===== config.mk =====
export PLATFORM = sky130hd
export DESIGN_NAME = keypad_scan_ctrl
export DESIGN_NICKNAME = d
export VERILOG_FILES = /design/src/rtl/keypad_pkg.sv /design/src/rtl/keypad_col_sync.sv /design/src/rtl/keypad_scan_ctrl.sv
export SDC_FILE = /design/constraint.sdc
export NUM_CORES = 1
export LEC_CHECK = 0
export CORE_MARGIN = 8
export CORE_UTILIZATION = 29
export CTS_CLUSTER_SIZE = 30
export DETAILED_ROUTE_END_ITERATION = 6
export PLACE_DENSITY = 0.46
export SYNTH_ARGS = -nofsm -noshare
export SYNTH_HDL_FRONTEND = slang
export SYNTH_SLANG_ARGS = --single-unit

===== constraint.sdc =====
create_clock -name clk -period 4 [get_ports clk]
set_input_delay 1 -clock clk [delete_from_list [all_inputs] [get_ports clk]]
set_output_delay 1 -clock clk [all_outputs]
set_load 0.1 [all_outputs]

===== src/rtl/keypad_pkg.sv =====
// keypad_pkg: shared FSM states, key map and idle constants for the keypad scanner
// (optional multi-key rejection is enabled in keypad_scan_ctrl by KEYPAD_MULTI_KEY_REJECT_EN)
package keypad_pkg;

   typedef enum logic {SCAN, HOLD} scan_state_t;

   localparam logic [3:0] ROW_INIT = 4'b1110;
   localparam logic [3:0] COL_IDLE = 4'b1111;

   // KEYMAP[row][col]; row 3 carries the '*'(E) and '#'(F) keys
   localparam logic [3:0] KEYMAP [0:3][0:3] = '{
      '{4'h1, 4'h2, 4'h3, 4'hA},
      '{4'h4, 4'h5, 4'h6, 4'hB},
      '{4'h7, 4'h8, 4'h9, 4'hC},
      '{4'hE, 4'h0, 4'hF, 4'hD}
   };

   // index of the lowest active-low column; caller guarantees at least one is low
   function automatic logic [1:0] low_col_idx(input logic [3:0] c);
      return !c[0] ? 2'd0 : !c[1] ? 2'd1 : !c[2] ? 2'd2 : 2'd3;
   endfunction

endpackage


===== src/rtl/keypad_col_sync.sv =====
// keypad_col_sync: multi-stage synchronizer for the asynchronous active-low column pins
module keypad_col_sync
   import keypad_pkg::*;
#(
   parameter int SYNC_STAGES = 2
) (
   input  logic       clk,
   input  logic       rst_n,
   input  logic [3:0] i_col,
   output logic [3:0] o_col
);

   logic [3:0] r_sync [SYNC_STAGES];

   // shift the raw columns through the chain; reset to the idle (released) pattern
   always_ff @(posedge clk or negedge rst_n) begin
      if (!rst_n) begin
         for (int i = 0; i < SYNC_STAGES; i++) r_sync[i] <= COL_IDLE;
      end else begin
         r_sync[0] <= i_col;
         for (int i = 1; i < SYNC_STAGES; i++) r_sync[i] <= r_sync[i-1];
      end
   end

   assign o_col = r_sync[SYNC_STAGES-1];

endmodule


===== src/rtl/keypad_scan_ctrl.sv =====
// keypad_scan_ctrl: 4x4 keypad row-scan sequencer feeding keypad_debouncer
// Optional: `define KEYPAD_MULTI_KEY_REJECT_EN treats multi-column hits as no key and sets ghost_seen.
module keypad_scan_ctrl
   import keypad_pkg::*;
#(
   parameter int ROW_CYCLES  = 3000,
   parameter int SYNC_STAGES = 2
) (
   input  logic       clk,
   input  logic       rst_n,
   input  logic [3:0] col_pin,
   input  logic       scan_stop,
   output logic [3:0] row,
   output logic       key_detected,
   output logic [3:0] key_code,
   output logic [3:0] col
);

   localparam int DW = $clog2(ROW_CYCLES);
   localparam logic [DW-1:0] DWELL_LAST = DW'(ROW_CYCLES - 1);

   scan_state_t r_state, w_state_n;
   logic [1:0]    r_row_idx, w_row_idx_n;
   logic [DW-1:0] r_dwell, w_dwell_n;
   logic          r_kd, w_kd_n;
   logic [3:0]    r_code, w_code_n;
   logic [3:0]    r_col, w_col_n;
   logic [3:0]    w_col_s;
   logic [7:0]    w_row_rot;
   logic          w_sample;
   logic          w_accept;

   keypad_col_sync #(.SYNC_STAGES(SYNC_STAGES)) u_sync (
      .clk   (clk),
      .rst_n (rst_n),
      .i_col (col_pin),
      .o_col (w_col_s)
   );

   assign w_sample = (r_state == SCAN) && (r_dwell == DWELL_LAST);

`ifdef KEYPAD_MULTI_KEY_REJECT_EN
   logic w_multi;
   logic ghost_seen;
   // more than one low column: clearing the lowest zero leaves another zero
   assign w_multi  = |((~w_col_s) & ((~w_col_s) - 4'd1));
   assign w_accept = (w_col_s != COL_IDLE) && !w_multi;
   // sticky record that a ghosting sample was rejected
   always_ff @(posedge clk or negedge rst_n) begin
      if (!rst_n) ghost_seen <= 1'b0;
      else if (w_sample && w_multi) ghost_seen <= 1'b1;
   end
`else
   assign w_accept = (w_col_s != COL_IDLE);
`endif

   // state and datapath registers
   always_ff @(posedge clk or negedge rst_n) begin
      if (!rst_n) begin
         r_state   <= SCAN;
         r_row_idx <= 2'd0;
         r_dwell   <= '0;
         r_kd      <= 1'b0;
         r_code    <= 4'h0;
         r_col     <= COL_IDLE;
      end else begin
         r_state   <= w_state_n;
         r_row_idx <= w_row_idx_n;
         r_dwell   <= w_dwell_n;
         r_kd      <= w_kd_n;
         r_code    <= w_code_n;
         r_col     <= w_col_n;
      end
   end

   // scan dwell/advance, key capture on hit, hold until released and debouncer lets go
   always_comb begin
      w_state_n   = r_state;
      w_row_idx_n = r_row_idx;
      w_dwell_n   = r_dwell;
      w_kd_n      = r_kd;
      w_code_n    = r_code;
      w_col_n     = r_col;
      if (r_state == SCAN) begin
         w_dwell_n = w_sample ? '0 : r_dwell + DW'(1);
         if (w_sample && w_accept) begin
            w_state_n = HOLD;
            w_col_n   = w_col_s;
            w_code_n  = KEYMAP[r_row_idx][low_col_idx(w_col_s)];
            w_kd_n    = 1'b1;
         end else if (w_sample) begin
            w_row_idx_n = r_row_idx + 2'd1;
         end
      end else begin
         w_dwell_n = '0;
         w_kd_n    = |(~w_col_s & ~r_col);
         if (w_col_s == COL_IDLE && !scan_stop) begin
            w_state_n   = SCAN;
            w_col_n     = COL_IDLE;
            w_kd_n      = 1'b0;
            w_row_idx_n = r_row_idx + 2'd1;
         end
      end
   end

   // rotate the single low bit of ROW_INIT left by the row index
   assign w_row_rot    = {ROW_INIT, ROW_INIT} << r_row_idx;
   assign row          = w_row_rot[7:4];
   assign key_detected = r_kd;
   assign key_code     = r_code;
   assign col          = r_col;

endmodule

==> results.cfg <==
[clock_tree]
h-tree-depth = 2
ctsResizeCount = 0
cts_sinks = 32
cts_hold_buf = 0
cts_buffers = 5
postCtsSetupBuffers = 0
clk_path_buf_depth = 2
root_buffer = clkbuf_8
cts.clk_slew.worst_paths_ns = 0.06
clock_latency_ns = 0.28
cts_tree = built

[worst_setup_path]
rr_worst_depth = 5
worstPathRequired_ns = 3.00
arrival_ns = 1.98
critPathTopFamily = buffers and inverters
reg2reg_slack_ns = 2.24
crit_type = register to output port
crit_chain = clkdlybuf4s50_1
rr_startpoint = r_dwell[0]
critical_path.startpoint_type = register
path_buf_inv = 1
critPathMaxFanout = 5
slowest_delay_ns = 1.14
worst-path-stages = 1
r2r_end = key_code[3]
end_kind = output port
crit_path_top_delay_cell = clkdlybuf4s50_1

[pwr]
ir_drop_mv = 0.2478
pwr_density_cell_mw_per_mm2 = 468.2
power_leakage_nw = 0.8602

[status]
run_status = complete, no violations

[detailed_routing]
post-route-drc-count = 0
vias = 1175
routed_wl_um = 3341
first_pass_iters = 4
postRouteAntennaNets = 0
wl_per_cell_um = 13.15
viasPerCell = 4.626
dr.first_iter.drc_count = 32

[global_routing]
antenna_found_initial = 0
grt.overflow.total = 0
track_usage_pct = 8.583
grt_pass1_wl_um = 5906
grt_pass1_vias = 1227
grt_max_degree = 33

[sta]
fmax_mhz = 336.1
rsz0062_at_grt = no
final-setup-viol-count = 0
period_needed_ns = 2.976
report.final.slew_viol_count = 0
fin_ws_ns = 1.024
report.final.hold_viol_count = 0
slew_headroom_pct = 35.14
fin_skew_ns = 0.003745
fin_tns_setup_ns = 0
tightest_slew_ns = 0.9699
fin_crit_sh_pct = 74.39

[layout]
drive_gt1_share_pct = 20.11
antenna_cells = 0
nets = 194
fillers = 601
fin_util_pct = 34.76
areaGrowthSynthToFinish_pct = 18.79

[logic_synthesis]
synthesis.nets = 173
mappedNetlistArea_mm2 = 0.001692
yosysTopAreaCell = dfrtp_1
async_flop_share_pct = 100.0
netlist_top_cells_count = nor2_1 (22), dfrtp_1 (20), dfstp_2 (12), o21ai_0 (12), inv_1 (11)
synth-seq-cells = 32
yosysSeqAreaShare_pct = 48.22
netlist_instances = 157
yosysTopAreaCellShare_pct = 29.59
synthDistinctLibCells = 37
synth_warnings = 0
syn_area_per_cell_um2 = 10.77
synth.most_common_cell = nor2_1
synth.area.top_cells = dfrtp_1 (30%), dfstp_2 (19%), ha_1 (6.7%), nor2_1 (4.9%), xnor2_1 (4.7%)
synth_top_flop_cell = dfrtp_1
synth_edf_count = 0

[floorplan]
dieWidth_um = 92.38
rows = 28
ios = 20
core_mm2 = 0.005781
fp.dieH_um = 92.38
dieArea_mm2 = 0.008533
initial_core_util_pct = 29.26

[hold_path]
hold_path_end = u_sync.o_col[1]
hp-class = register to register
hold_depth = 0
min_from = u_sync.r_sync[5]

[placed_design]
preCtsSetupSlack_ns = 1.314
dpl.hpwl_um = 2496
gp_congestion = 0.7925
port_buffers = 19

[job]
cap_violations = 0
-- worst register-to-register path, stage by stage, from the launching register on --
cell      delay (ns)
dfrtp_1         0.38
ha_1            0.24
nand3_1         0.23
nor3_2          0.28
nand3b_1        0.20
mux2_2          0.32
-- how the worst max path moves through the flow --
stage,to,start,slack (ns)
after floorplan,row[0],r_row_idx[0],1.63
after global placement,col[0],col[0],1.32
after detailed placement,col[1],col[1],1.31
after CTS,col[3],col[3],1.01
after global routing,col[2],col[2],0.98
final,col[1],col[1],1.02
-- per-layer routing --
| metal | GRT usage, % | share of wire, % | vias up |
|---|---|---|---|
| met5 | 0 | 0 | - |
| met4 | 4.027 | 1.4 | 0 |
| met3 | 2.994 | 4.5 | 4 |
| met2 | 13.77 | 48 | 16 |
| met1 | 10.07 | 46 | 584 |
| li1 | - | - | 571 |
-- stage by stage --
stage / area, um^2 / hold slack [ns] / instances / power (mW)
4_1_cts: 2009 / 0.3574 / 254 / 0.9569
6_report: 2009 / 0.3554 / 254 / 0.9408
3_3_place_gp: 1909 / 0.3468 / 246 / 0.6749
5_1_grt: 2009 / 0.3657 / 254 / 0.9980
2_1_floorplan: 1692 / 0.3452 / 157 / 0.6212
3_5_place_dp: 1909 / 0.3470 / 246 / 0.6795
-- cell type report --
class / instances / area [um^2] / share of cell area (%)
flip-flops and latches: 32 / 815.8 / 40.60
multi-input cells: 108 / 770.7 / 38.36
repair buffers: 20 / 187.7 / 9.340
clock buffers: 8 / 100.1 / 4.981
well taps: 75 / 93.84 / 4.670
inverters: 11 / 41.29 / 2.055
-- registers in the layout, indices dropped and copies added (netlist names) --
signal,flops
r_dwell,12
r_state,1
r_row_idx,2
u_sync.r_sync,4
col,4
u_sync.o_col,4
key_code,4
key_detected,1
-- power by group --
group | switching [mW] | total (mW) | internal [mW] | leakage [nW]
logic | 0.178 | 0.259 | 0.0815 | 0.413
registers | 0.0535 | 0.412 | 0.359 | 0.396
clock network | 0.112 | 0.269 | 0.157 | 0.0515
-- cells by family after synthesis --
family                     count (synthesis)  share of synthesized area (%)
muxes                                      7                          4.659
and+or+nand+nor                           59                          21.38
buffers and inverters                     17                          6.213
xor gates and xnor gates                  11                          5.696
adders and majority gates                  9                          6.657
DFF                                       32                          48.22
AOI/OAI and AO/OA                         22                          7.175
-- cell usage in the layout, fill, tap and decap left out, types with 7 or more instances in the layout --
cell type / n
clkdlybuf4s50_1: 15
ha_1: 9
dfrtp_1: 20
xnor2_1: 9
clkbuf_8: 7
nand2_1: 8
nand3_1: 9
nor2_1: 22
o21ai_0: 12
dfstp_2: 12
inv_1: 11
No activity file was read; power rests on OpenSTA's default activity.
